--- config.mk ---
export PLATFORM = sky130hd
export DESIGN_NAME = stack_frame_engine
export DESIGN_NICKNAME = d
export VERILOG_FILES = /design/src/rtl/stack_frame_engine.sv
export SDC_FILE = /design/constraint.sdc
export NUM_CORES = 1
export LEC_CHECK = 0
export BUFFER_PORTS_ARGS = -buffer_cell sky130_fd_sc_hd__buf_4
export CORE_ASPECT_RATIO = 0.5
export CORE_MARGIN = 1
export CORE_UTILIZATION = 25
export DETAILED_ROUTE_END_ITERATION = 12
export PLACE_DENSITY = 0.45
export SYNTH_ARGS = -nofsm -noshare
export SYNTH_HDL_FRONTEND = slang
export SYNTH_SLANG_ARGS = --single-unit
export TNS_END_PERCENT = 100
--- constraint.sdc ---
create_clock -name clk -period 6.6 [get_ports clk]
set_input_delay 0.33 -clock clk [delete_from_list [all_inputs] [get_ports clk]]
set_output_delay 0.33 -clock clk [all_outputs]
set_load 0.05 [all_outputs]
--- src/rtl/stack_frame_engine.sv ---
// stack_frame_engine: stack sequencer executing PUSH_W/POP_W/CALL/INT/RET/RTI against a data-memory stack port
// Ports: clk, rst (sync, active-high); cmd_valid/cmd in, busy/done out;
//   pc_in/ccr_in/word_in push operands latched at accept;
//   mem_addr/mem_wdata/mem_we/mem_re out, mem_rdata in (read data one cycle after mem_re);
//   pc_out/ccr_out/word_out popped values with 1-cycle *_valid pulses; sp = next free slot.
// Option: define STACK_GUARD_EN to add err and reject pushes/pops that would overflow/underflow.
module stack_frame_engine #(
    parameter int AW           = 11,
    parameter int STACK_TOP    = 2**AW-1,
    parameter int STACK_BOTTOM = 0,
    parameter int CCR_W        = 4
) (
    input  logic             clk,
    input  logic             rst,
    input  logic             cmd_valid,
    input  logic [2:0]       cmd,
    output logic             busy,
    output logic             done,
    input  logic [31:0]      pc_in,
    input  logic [CCR_W-1:0] ccr_in,
    input  logic [15:0]      word_in,
    output logic [AW-1:0]    mem_addr,
    output logic [15:0]      mem_wdata,
    output logic             mem_we,
    output logic             mem_re,
    input  logic [15:0]      mem_rdata,
    output logic [31:0]      pc_out,
    output logic             pc_out_valid,
    output logic [CCR_W-1:0] ccr_out,
    output logic             ccr_out_valid,
    output logic [15:0]      word_out,
    output logic             word_out_valid,
    output logic [AW-1:0]    sp
`ifdef STACK_GUARD_EN
    ,
    output logic             err
`endif
);
    typedef enum logic [2:0] {IDLE, PUSH, POP_RD, POP_LAST, DONE} state_t;
    state_t           state_q, state_d;
    logic [1:0]       cnt_q, cnt_d, n_q, n_d, n_new;
    logic [2:0]       cmd_q, cmd_d;
    logic [47:0]      data_q, data_d, cap;
    logic [AW-1:0]    sp_q, sp_d, mem_addr_q, mem_addr_d;
    logic [15:0]      mem_wdata_q, mem_wdata_d, word_out_q, word_out_d;
    logic [31:0]      pc_out_q, pc_out_d;
    logic [CCR_W-1:0] ccr_out_q, ccr_out_d;
    logic             mem_we_q, mem_we_d, mem_re_q, mem_re_d, busy_q, busy_d, done_q, done_d;
    logic             pc_v_q, pc_v_d, ccr_v_q, ccr_v_d, word_v_q, word_v_d;
    logic             accept, is_push, last, reject;

    assign n_new   = (cmd == 3'd1 || cmd == 3'd2) ? 2'd1 : (cmd == 3'd4 || cmd == 3'd6) ? 2'd3 : 2'd2;
    assign is_push = cmd == 3'd1 || cmd == 3'd3 || cmd == 3'd4;
    assign accept  = cmd_valid && !busy_q && cmd != 3'd0 && cmd != 3'd7;
    assign last    = cnt_q == n_q - 2'd1;
    // popped words shift in from the top, so after N reads the last word sits in [47:32]
    assign cap     = {mem_rdata, data_q[47:16]};

`ifdef STACK_GUARD_EN
    logic [AW+1:0] free_slots, used_slots;
    logic          err_q, err_d;
    assign free_slots = {2'b00, sp_q} - (AW+2)'(STACK_BOTTOM) + (AW+2)'(1);
    assign used_slots = (AW+2)'(STACK_TOP) - {2'b00, sp_q};
    assign reject     = is_push ? free_slots < (AW+2)'(n_new) : used_slots < (AW+2)'(n_new);
    assign err_d      = accept && reject;
    assign err        = err_q;
    always_ff @(posedge clk) begin
        if (rst) err_q <= 1'b0;
        else     err_q <= err_d;
    end
`else
    assign reject = 1'b0;
`endif

    always_comb begin
        state_d    = state_q;
        cnt_d      = cnt_q + 2'd1;
        cmd_d      = cmd_q;
        n_d        = n_q;
        data_d     = data_q;
        sp_d       = sp_q;
        pc_out_d   = pc_out_q;
        ccr_out_d  = ccr_out_q;
        word_out_d = word_out_q;
        pc_v_d     = 1'b0;
        ccr_v_d    = 1'b0;
        word_v_d   = 1'b0;
        case (state_q)
            PUSH: begin
                sp_d    = sp_q - AW'(1);
                data_d  = {data_q[31:0], 16'h0000};
                state_d = last ? DONE : PUSH;
            end
            POP_RD: begin
                sp_d    = sp_q + AW'(1);
                data_d  = cnt_q == 2'd0 ? data_q : cap;
                state_d = last ? POP_LAST : POP_RD;
            end
            POP_LAST: begin
                state_d    = DONE;
                pc_out_d   = cmd_q == 3'd2 ? pc_out_q : cap[47:16];
                ccr_out_d  = cmd_q == 3'd6 ? cap[CCR_W-1:0] : ccr_out_q;
                word_out_d = cmd_q == 3'd2 ? cap[47:32] : word_out_q;
                pc_v_d     = cmd_q != 3'd2;
                ccr_v_d    = cmd_q == 3'd6;
                word_v_d   = cmd_q == 3'd2;
            end
            default: begin
                state_d = IDLE;
                if (accept) begin
                    cnt_d   = 2'd0;
                    cmd_d   = cmd;
                    n_d     = n_new;
                    data_d  = cmd == 3'd1 ? {word_in, 32'h0} : {pc_in, 16'(ccr_in)};
                    state_d = reject ? DONE : is_push ? PUSH : POP_RD;
                end
            end
        endcase
        busy_d      = state_d == PUSH || state_d == POP_RD || state_d == POP_LAST;
        done_d      = state_d == DONE;
        mem_we_d    = state_d == PUSH;
        mem_re_d    = state_d == POP_RD;
        mem_addr_d  = mem_we_d ? sp_d : mem_re_d ? sp_d + AW'(1) : mem_addr_q;
        mem_wdata_d = mem_we_d ? data_d[47:32] : mem_wdata_q;
    end

    always_ff @(posedge clk) begin
        if (rst) begin
            state_q     <= IDLE;
            cnt_q       <= 2'd0;
            cmd_q       <= 3'd0;
            n_q         <= 2'd0;
            data_q      <= 48'h0;
            sp_q        <= AW'(STACK_TOP);
            mem_addr_q  <= '0;
            mem_wdata_q <= 16'h0;
            mem_we_q    <= 1'b0;
            mem_re_q    <= 1'b0;
            busy_q      <= 1'b0;
            done_q      <= 1'b0;
            pc_out_q    <= 32'h0;
            ccr_out_q   <= '0;
            word_out_q  <= 16'h0;
            pc_v_q      <= 1'b0;
            ccr_v_q     <= 1'b0;
            word_v_q    <= 1'b0;
        end else begin
            state_q     <= state_d;
            cnt_q       <= cnt_d;
            cmd_q       <= cmd_d;
            n_q         <= n_d;
            data_q      <= data_d;
            sp_q        <= sp_d;
            mem_addr_q  <= mem_addr_d;
            mem_wdata_q <= mem_wdata_d;
            mem_we_q    <= mem_we_d;
            mem_re_q    <= mem_re_d;
            busy_q      <= busy_d;
            done_q      <= done_d;
            pc_out_q    <= pc_out_d;
            ccr_out_q   <= ccr_out_d;
            word_out_q  <= word_out_d;
            pc_v_q      <= pc_v_d;
            ccr_v_q     <= ccr_v_d;
            word_v_q    <= word_v_d;
        end
    end

    assign busy           = busy_q;
    assign done           = done_q;
    assign mem_addr       = mem_addr_q;
    assign mem_wdata      = mem_wdata_q;
    assign mem_we         = mem_we_q;
    assign mem_re         = mem_re_q;
    assign pc_out         = pc_out_q;
    assign pc_out_valid   = pc_v_q;
    assign ccr_out        = ccr_out_q;
    assign ccr_out_valid  = ccr_v_q;
    assign word_out       = word_out_q;
    assign word_out_valid = word_v_q;
    assign sp             = sp_q;
endmodule

After elaboration in Yosys (flattened, before gate mapping):

Cells that the tools add are included.

* reduce and logical (&&, ||, !) cells: 21
* eq/ne operators: 18
* mux-type cells: 16
* bitwise gates (word level): 3
* add/subtract/negate cells: 5

Operator list (count)
* two-way mux 48 bit: 3
* one-hot mux 48 bit (3 select lines): 1
* adder 11 x 1 -> 11 bit (second input constant): 2
* two-way mux 11 bit: 2
* one-hot mux 11 bit (2 select lines): 1
* equality test 3 x 2 -> 1 bit (second input constant): 7
* equality test 3 bit (second input constant): 4
* subtractor 11 x 1 -> 11 bit (second input constant): 1
* two-way mux 2 bit: 5
* equality test 3 x 1 -> 1 bit (second input constant): 3
* one-hot mux 3 bit (3 select lines): 1
* AND reduction 2 bit: 4
* logical OR 1 bit: 6
* nonzero test 3 bit: 2
* logical AND 1 bit: 3
* two-way mux 3 bit: 1
* inequality test 3 x 2 -> 1 bit (second input constant): 1
* inequality test 3 bit (second input constant): 1
* inverter 1 bit: 3
* AND reduction 3 bit: 1
* OR reduction 3 bit: 1
* adder 2 x 1 -> 2 bit (second input constant): 1
* equality test 2 bit: 1
* logical NOT 2 bit: 1
* other kinds (6): 7

* flip-flop bits (word level): 155
* word-level logic and storage cells: 82
* output and inout port bits: 97

Depth between registers and ports, before layout:

Gate-level depths: netlist of run 1.

* depth after elaboration: 9
* gate-level depth with buffers: 13

Worst setup path after synthesis of run 1:

No wires, ideal clock.

* path kind: register to register
* from: reg state_q[1]
* to: reg mem_addr_q[8], in the netlist mem_addr[8]
* clock period less this slack: 3084 ps
* arrival time: 3014 ps
* path slack: 3516 ps
* stages on the path, launching flop included: 14
* cell sequence: dfxtp_1 buf_6 nor2b_1 nand2b_1 fa_1 mux2i_1 inv_1 ha_1 inv_1 nor3_1 o31ai_1 o31a_1 or3_1 a21oi_1

* word-level cells in the longest chain between the ends: 5
* elaborated cells on any way between the ends: 11

RTL lines
* start, declared: line 40 `state_t state_q, state_d;`
* start signal, assigned: line 148 `state_q <= state_d;`
* equality test 3 x 2 -> 1 bit or equality test 3 x 1 -> 1 bit (tied branches): line 88 `case (state_q)`
* one-hot mux 11 bit (2 select lines) *: line 88
* named net sp_d[1]: line 44 `logic [AW-1:0] sp_q, sp_d, mem_addr_q, mem_addr_d;`
* adder 11 x 1 -> 11 bit *: line 123 `mem_addr_d = mem_we_d ? sp_d : mem_re_d ? sp_d + AW'(1) : mem_addr_q;`
* two-way mux 11 bit * (2 in a row): line 123
* end signal, assigned: line 154 `mem_addr_q <= mem_addr_d;`
* end, declared: line 44

Mark *: on every way through the listed nets, which the timed path passes. The rest lies on a longest branch. The select of a mux whose other input is x is not followed.
A chain may end at the register's enable or synchronous reset.

Final worst setup path of run 1:

Same ends and word-level chain as after synthesis.

==> results.json, run 1 <==
{
  "antenna_found_initial": 0,
  "endpoint_kind": "flop",
  "avgSynthCellArea_um2": 8.37,
  "gp_congestion": 0.828,
  "synth_largest_area_cell": "dfxtp_1",
  "worstHoldEndpoint": "data_q[0]",
  "synth.net_count": 942,
  "nets": 1081,
  "async_flop_share_pct": 0,
  "layout_commonest_cell": "buf_4",
  "setup_violations": 0,
  "postCtsResizedCells": 0,
  "ys.flop_type": "dfxtp_1",
  "core_area_um2": 27900,
  "vias": 6727,
  "dp_slack_ns": 2.43,
  "synthCells": 855,
  "grt_max_degree": 98,
  "synth_area_leaders": "dfxtp_1, nand2_1, a21oi_1",
  "drtIter0Drc": 482,
  "ant_nets": 0,
  "drv_slew": 0,
  "numCtsBuffers": 17,
  "synth_area_um2": 7160,
  "critPathArrivalTime_ns": 4.59,
  "diodes": 0,
  "critPathMaxFanout": 17,
  "synth_top_area_share_pct": 43.3,
  "crit_path_start_kind": "flop",
  "whs_path_depth": 3,
  "fin_worst_skew_ns": 0.00798,
  "nFillCells": 2958,
  "max_freq_mhz": 237,
  "p_per_area_nw_per_um2": 359,
  "drive_above_1_share_pct": 24.8,
  "start_util_pct": 25.6,
  "grt-ovfl-total": 0,
  "ys_seq_area_share_pct": 43.3,
  "finalHoldViolCount": 0,
  "die_height_um": 122,
  "status": "finished clean",
  "rows": 43,
  "critPathRequiredTime_ns": 6.97,
  "min_from": "ccr_in[0]",
  "maxSlewHeadroom_pct": 25.5,
  "synth_cell_types": 76,
  "tightest_slew_ns": 1.12,
  "avgRoutedWirePerCell_um": 16.9,
  "cts_tree": "built",
  "rsz0062_at_grt": "false",
  "vdd.ir_drop.worst_v": 0.000197,
  "wl_um": 23400,
  "clockBufferDepth": 2,
  "total_leakage_power_uw": 0.00361,
  "r2r_end": "mem_addr[8]",
  "synth-edff-count": 0,
  "clock_latency_ns": 0.44,
  "cts_sinks": 155,
  "firstDrtPassIters": 8,
  "cts_setup_buffers": 0,
  "crit-reg2reg-launch": "state_q[1]",
  "io_pins": 171,
  "grt_pass1_vias": 6549,
  "r2r_cells": 12,
  "fin_crit_sh_pct": 64.0,
  "setup_slack_ns": 2.38,
  "cts_root_buf": "clkbuf_16",
  "finalCriticalPeriod_ns": 4.22,
  "io_buffer_count": 170,
  "vias_per_cell": 4.84,
  "cts_max_level": 4,
  "r2r_slack_ns": 2.38,
  "worstSetupPathType": "flop to flop",
  "area_delta_synth_final_pct": 30.5,
  "hpwl_um": 16500,
  "ys_ff_latch": 155,
  "drc": 0,
  "yosys_warnings": 0,
  "postCtsHoldBufs": 0,
  "cap_viol_max_count": 0,
  "clk_pin_slew_worst_paths_ns": 0.07,
  "finalSetupTns_ns": 0,
  "final_cell_mix": "buf_4, nand2_1, dfxtp_1",
  "dieArea_um2": 29400,
  "grt_pass1_wl_um": 36900,
  "hp-class": "input pin to flop",
  "die_x_um": 241,
  "grtUsageTotal_pct": 16.4
}
-- through the flow --
step	util (%)	power [µW]	hold slack [ns]	std cells	cell area (µm²)
6_report	33.5	3350	0.137	1389	9340
5_1_grt	33.5	3560	0.128	1389	9340
4_1_cts	33.5	3390	0.114	1389	9340
3_5_place_dp	31.4	2410	0.449	1357	8780
3_3_place_gp	31.4	2410	0.445	1357	8780
2_1_floorplan	-	2040	0.441	855	7160
-- logic make-up (layout without fill, tap and decap cells) --
kind of cell | Yosys count | in the layout | share of synthesized area (%)
simple gates | 348 | 348 | 22.7
compound gates | 233 | 233 | 22.0
flops | 155 | 155 | 43.3
buf+inv | 70 | 222 | 4.09
mux | 28 | 28 | 4.11
fa+ha+maj | 13 | 13 | 2.38
xor+xnor | 8 | 8 | 1.35
-- flip-flops by register name (all words and copies together), names as in the netlist --
name            flops
mem_re              1
cnt_q               2
ccr_out             4
done                1
mem_wdata          16
mem_we              1
busy                1
state_q             3
sp                 11
n_q                 2
cmd_q               3
data_q             48
word_out_valid      1
word_out           16
pc_out             32
ccr_out_valid       1
pc_out_valid        1
mem_addr           11
-- synth_stat cells (2+ instances only) --
cell type	n
a21oi_1	129
mux2i_1	26
buf_6	3
dfxtp_1	155
nand2b_1	13
or4_1	2
and2_1	3
inv_1	7
nor3b_1	6
or3_1	6
xnor2_1	4
o21bai_1	2
o211a_1	2
nor2_1	67
clkbuf_1	48
and3b_1	2
xor2_1	2
o21ai_1	2
nor2b_1	21
o31ai_1	4
and3_1	5
buf_2	5
a221oi_1	16
nor4b_2	2
o21ai_0	12
a22oi_1	15
o311a_1	2
a222oi_1	20
buf_1	5
nand4_1	2
a211oi_1	3
or2_2	7
o31ai_4	2
nand3_1	15
nand4b_1	2
o31a_1	2
a21boi_0	2
ha_1	12
nor3_1	11
nand3b_1	2
nand2_1	173
a31oi_1	2
-- worst max-delay path, stage by stage (launching register included) --
cell and delay, ns:
dfxtp_1 0.85, nor2b_1 0.27, nand2b_1 0.46, fa_1 0.70
mux2i_1 0.11, inv_1 0.09, ha_1 0.20, inv_1 0.07
nor3_1 0.48, o31ai_1 0.19, o31a_1 0.26, or3_1 0.31
a21oi_1 0.15
-- worst max-delay path by stage --
stage / from / end / slack [ns]
6_report: state_q[1] / mem_addr[8] / 2.38
5_1_grt: state_q[1] / mem_addr[8] / 1.99
4_1_cts: state_q[1] / mem_addr[8] / 2.40
3_5_place_dp: state_q[1] / mem_addr[8] / 2.43
3_3_place_gp: state_q[1] / mem_addr[8] / 2.57
2_1_floorplan: state_q[1] / mem_addr[8] / 3.52
-- metal layers --
| metal | routed length [µm] | up-vias | track usage [%] |
|---|---|---|---|
| li1 | - | 3308 | - |
| met2 | 12000 | 109 | 28.6 |
| met4 | 299 | 0 | 4.98 |
| met3 | 726 | 20 | 3.47 |
| met1 | 10400 | 3290 | 20.4 |
| met5 | 0 | - | 0 |
-- area by class of cell --
cell class	count	area [µm²]	area share, %
multi-input cells	630	3800	40.7
flip-flops and latches	155	3100	33.2
repair buffers	182	1370	14.6
well taps	382	478	5.12
clock buffers	19	453	4.85
clock inverters	13	114	1.22
inverters	8	30.0	0.321
-- report_power, final --
| part | internal (µW) | total, µW | switching, µW |
|---|---|---|---|
| clock network | 540 | 963 | 423 |
| logic | 433 | 1240 | 809 |
| registers | 1050 | 1150 | 100 |
| total | 2020 | 3350 | 1330 |
No activity file was read; power rests on OpenSTA's default activity.
==> inputs of run 2 (changes only) <==
- clock period: 6.6 -> 4.1 ns (I/O delays scaled with it)
==> results.json, run 2 (same netlist as run 1, synthesis figures left out) <==
{
  "ant_nets": 0,
  "tightest_slew_ns": 1.09,
  "grt_pass1_wl_um": 37000,
  "slowest_stage": "fa_1",
  "nets": 1096,
  "timing.hold.ws_ns": 0.0238,
  "p_int_uw": 3310,
  "area_delta_synth_final_pct": 32.6,
  "cts_sinks": 155,
  "p_per_area_nw_per_um2": 575,
  "rows": 43,
  "antenna_found_initial": 0,
  "drv_slew": 0,
  "core_area_um2": 27900,
  "fin_crit_sh_pct": 83.9,
  "grt-ovfl-total": 0,
  "worst-path-buf-inv": 2,
  "wl_um": 23600,
  "die_x_um": 241,
  "avgRoutedWirePerCell_um": 16.8,
  "seqCellArea_um2": 3100,
  "crit_path_start_kind": "flop",
  "seqPwrFrac_pct": 33.5,
  "io_pins": 171,
  "path_common_cell": "inv_1",
  "crit_path_max_incr_delay_ns": 0.66,
  "clock_latency_ns": 0.44,
  "largest_register_ffs": 48,
  "clockBufferDepth": 2,
  "layout_commonest_cell": "buf_4",
  "numCtsBuffers": 17,
  "power_switching_uw": 2150,
  "finalCriticalPeriod_ns": 3.44,
  "firstDrtPassIters": 5,
  "finalHoldViolCount": 0,
  "postCtsResizedCells": 0,
  "total_leakage_power_uw": 0.00368,
  "endpoint_kind": "flop",
  "fin_worst_skew_ns": 0.00865,
  "grt_max_degree": 102,
  "fin_cells": 1403,
  "final_core_util_pct": 34.0,
  "path_delay_family": "simple AND/OR/NAND/NOR gates",
  "drive_above_1_share_pct": 25.0,
  "maxSlewHeadroom_pct": 27.1,
  "diodes": 0,
  "die_height_um": 122,
  "critPathMaxFanout": 12,
  "postCtsHoldBufs": 8,
  "vdd.ir_drop.worst_v": 0.000318,
  "nFillCells": 2967,
  "grtUsageTotal_pct": 16.5,
  "placed_cells": 1364,
  "power_frac_clock_pct": 29.3,
  "p_sw_share_pct": 39.3,
  "vias_per_cell": 4.81,
  "finalSetupTns_ns": 0,
  "dieArea_um2": 29400,
  "worstSetupPathType": "flop to flop",
  "cp_cell_sequence": "nor2b_1 -> nand2b_1 -> fa_1 -> mux2i_1 -> inv_1 -> ha_1 -> inv_1 -> nor3_1 -> o31ai_1 -> o31a_1 -> or3_1 -> a21oi_1",
  "max_freq_mhz": 291,
  "multi_input_area_um2": 3800,
  "combPwrFrac_pct": 37.2,
  "cts_root_buf": "clkbuf_16",
  "cap_viol_max_count": 0,
  "cts_tree": "built",
  "rsz0062_at_grt": "false",
  "cts_setup_buffers": 0,
  "cts_max_level": 4,
  "setup_violations": 0,
  "clk_pin_slew_worst_paths_ns": 0.07,
  "critPathRequiredTime_ns": 4.46,
  "hp-class": "input pin to flop",
  "final_cell_mix": "buf_4, nand2_1, dfxtp_1",
  "critPathArrivalTime_ns": 3.81,
  "regMostFlops": "data_q",
  "drc": 0,
  "vias": 6745,
  "io_buffer_count": 170,
  "hpwl_um": 16900,
  "status": "finished clean",
  "gp_congestion": 0.804,
  "drtIter0Drc": 400,
  "start_util_pct": 25.6,
  "grt_pass1_vias": 6632
}
==> run 2: changes by cell type in the layout (fill, tap and decap cells not counted) <==
cell	previous run	this run
clkbuf_1	0	1
dlygate4sd3_1	0	8
inv_6	4	3
buf_4	182	189
inv_8	0	1
clkinv_2	5	2
bufinv_16	1	2
clkbuf_8	2	1
clkinv_4	1	2
==> run 2: area by class of cell <==
cell class | instances | share of cell area [%]
flip-flops and latches | 155 | 32.7
clock inverters | 12 | 1.48
repair buffers | 197 | 15.8
well taps | 382 | 5.03
multi-input cells | 630 | 40.0
inverters | 8 | 0.316
clock buffers | 19 | 4.67
==> run 2: through the flow <==
| stage | setup WS, ns | power, µW | instance area (µm²) |
|---|---|---|---|
| 2_1_floorplan | 1.02 | 3290 | 7160 |
| 3_3_place_gp | 0.825 | 3910 | 8830 |
| 3_5_place_dp | 0.683 | 3900 | 8830 |
| 4_1_cts | 0.651 | 5530 | 9490 |
| 5_1_grt | 0.272 | 5810 | 9490 |
| 6_report | 0.658 | 5460 | 9490 |
==> run 2: per-layer routing <==
layer,vias up,track usage [%],routed length [µm]
met5,-,0,0
met4,0,4.87,244
met3,15,3.13,596
met2,89,29.9,12300
met1,3302,19.8,10500
li1,3339,-,-
==> run 2: power groups by stage <==
stage | Combinational (µW) | Clock [µW] | Sequential (µW)
5_1_grt | 2230 | 1720 | 1860
4_1_cts | 2050 | 1640 | 1830
3_3_place_gp | 2040 | 0 | 1870
2_1_floorplan | 1100 | 0 | 2180
6_report | 2030 | 1600 | 1830
3_5_place_dp | 2040 | 0 | 1860
==> run 2: worst min-delay path, stage by stage <==
cell and delay [ns]:
buf_4 0.08, a222oi_1 0.07, nor2_1 0.08
==> run 2: worst paths after layout <==
| kind | start | end | slack (ns) | cells past startpoint |
|---|---|---|---|---|
| max | state_q[1] | mem_addr[8] | 0.66 | 12 |
| min | ccr_in[3] | data_q[3] | 0.02 | 3 |
| max reg2reg | state_q[1] | mem_addr[8] | 0.66 | 12 |
| min reg2reg | pc_out[1] | pc_out[1] | 0.45 | 2 |
==> inputs of run 3 (changes only) <==
- PLACE_DENSITY: 0.45 -> 0.47
- clock period: 4.1 -> 2.9 ns (I/O delays scaled with it)
==> results.json, run 3 (same netlist as run 1, synthesis figures left out) <==
{
  "critPathRequiredTime_ns": 3.27,
  "tightest_slew_ns": 0.696,
  "cts_sinks": 155,
  "vias": 7035,
  "grt_pass1_vias": 6948,
  "start_util_pct": 25.6,
  "wl_um": 24000,
  "total_power_uw": 8060,
  "finalHoldViolCount": 0,
  "avgRoutedWirePerCell_um": 16.5,
  "cts_max_level": 4,
  "grt_max_degree": 72,
  "firstDrtPassIters": 5,
  "vdd.ir_drop.worst_v": 0.000403,
  "drc": 0,
  "max_freq_mhz": 366,
  "drive_above_1_share_pct": 27.4,
  "total_leakage_power_uw": 0.00392,
  "timing.hold.ws_ns": 0.0316,
  "grtUsageTotal_pct": 16.5,
  "cts_tree": "built",
  "setup_violations": 0,
  "maxSlewHeadroom_pct": 53.5,
  "clock_latency_ns": 0.44,
  "final_cell_mix": "buf_4, nand2_1, dfxtp_1",
  "numCtsBuffers": 17,
  "drtIter0Drc": 443,
  "largest_register_ffs": 48,
  "worstSetupPathType": "flop to flop",
  "regMostFlops": "data_q",
  "rows": 43,
  "io_pins": 171,
  "crit_path_start_kind": "flop",
  "hp-class": "input pin to flop",
  "drv_slew": 0,
  "area_delta_synth_final_pct": 41.5,
  "die_x_um": 241,
  "critPathArrivalTime_ns": 3.11,
  "cap_viol_max_count": 0,
  "antenna_found_initial": 1,
  "fin_crit_sh_pct": 94.2,
  "fin_worst_skew_ns": 0.00837,
  "cts_root_buf": "clkbuf_16",
  "nets": 1146,
  "status": "finished clean",
  "clockBufferDepth": 2,
  "dieArea_um2": 29400,
  "core_area_um2": 27900,
  "critPathMaxFanout": 8,
  "hpwl_um": 16700,
  "finalCriticalPeriod_ns": 2.73,
  "vias_per_cell": 4.84,
  "p_per_area_nw_per_um2": 795,
  "clk_pin_slew_worst_paths_ns": 0.06,
  "grt-ovfl-total": 0,
  "io_buffer_count": 170,
  "ant_nets": 0,
  "grt_pass1_wl_um": 37400,
  "endpoint_kind": "flop",
  "layout_commonest_cell": "buf_4",
  "gp_congestion": 0.864,
  "die_height_um": 122
}
==> run 3: changes by cell type in the layout (fill, tap and decap cells not counted), sizes merged <==
cell / before / now
dlygate4sd3: 8 / 38
buf: 189 / 209
clkbuf: 19 / 21
inv: 12 / 10
diode: 0 / 1
==> run 3: metrics by stage <==
stage	area, µm²	setup TNS, ns	utilization, %	setup slack, ns	cells
floorplan	7170	0	-	0.0525	855
global placement	8990	0	32.2	0.0777	1380
detailed placement	8990	-0.0729	32.2	-0.0491	1380
CTS	9950	0	35.6	0.0594	1449
global route	10100	-0.0233	36.3	-0.0233	1454
finish	10100	0	36.3	0.168	1454
==> run 3: area by class of cell <==
type	instances	area (µm²)
Antenna cell	1	2.50
Clock buffer	21	450
Clock inverter	10	116
Fill cell	2911	17800
Inverter	8	30.0
Multi-Input combinational cell	630	3980
Sequential cell	155	3100
Tap cell	382	478
Timing Repair Buffer	247	1970
==> run 3: worst max-delay path, cell delays in order (launching register included) <==
cell,delay [ns]
dfxtp_1,0.33
nor2b_4,0.17
nand2b_4,0.12
ha_4,0.29
a211oi_4,0.38
o22ai_2,0.18
mux2i_4,0.24
o2111ai_4,0.21
o31a_1,0.31
or3_1,0.30
a21oi_1,0.13
==> run 3: layer usage <==
layer	GRT usage [%]	part of all wire, %	wire (µm)
met3	3.67	2.7	652
met5	0	0	0
met2	29.3	52	12400
met4	5.14	1.6	374
met1	19.9	44	10600
==> run 3: report_power, final <==
| group | switching, µW | internal (µW) |
|---|---|---|
| logic | 2010 | 1260 |
| registers | 199 | 2380 |
| clock network | 923 | 1290 |
==> run 3: path summary, 6_finish.rpt <==
| check | from | endpoint | slack (ns) | depth (start not counted) |
|---|---|---|---|---|
| worst max-delay path | state_q[1] | mem_addr[8] | 0.17 | 10 |
| worst min-delay path | cmd[1] | cmd_q[1] | 0.03 | 3 |
| worst max register to register | state_q[1] | mem_addr[8] | 0.17 | 10 |
| worst min register to register | mem_wdata[4] | mem_wdata[4] | 0.45 | 2 |
==> run 3: repair_timing <==
| item | 4_1_cts | 5_1_grt |
|---|---|---|
| pin swaps | 2 | 10 |
| setup buffers | 0 | 4 |
| resized for setup | 4 | 26 |
| endpoints found under the setup margin | 4 | 5 |
| hold buffers | 38 | 0 |
| endpoints found under the hold margin | 54 | 0 |
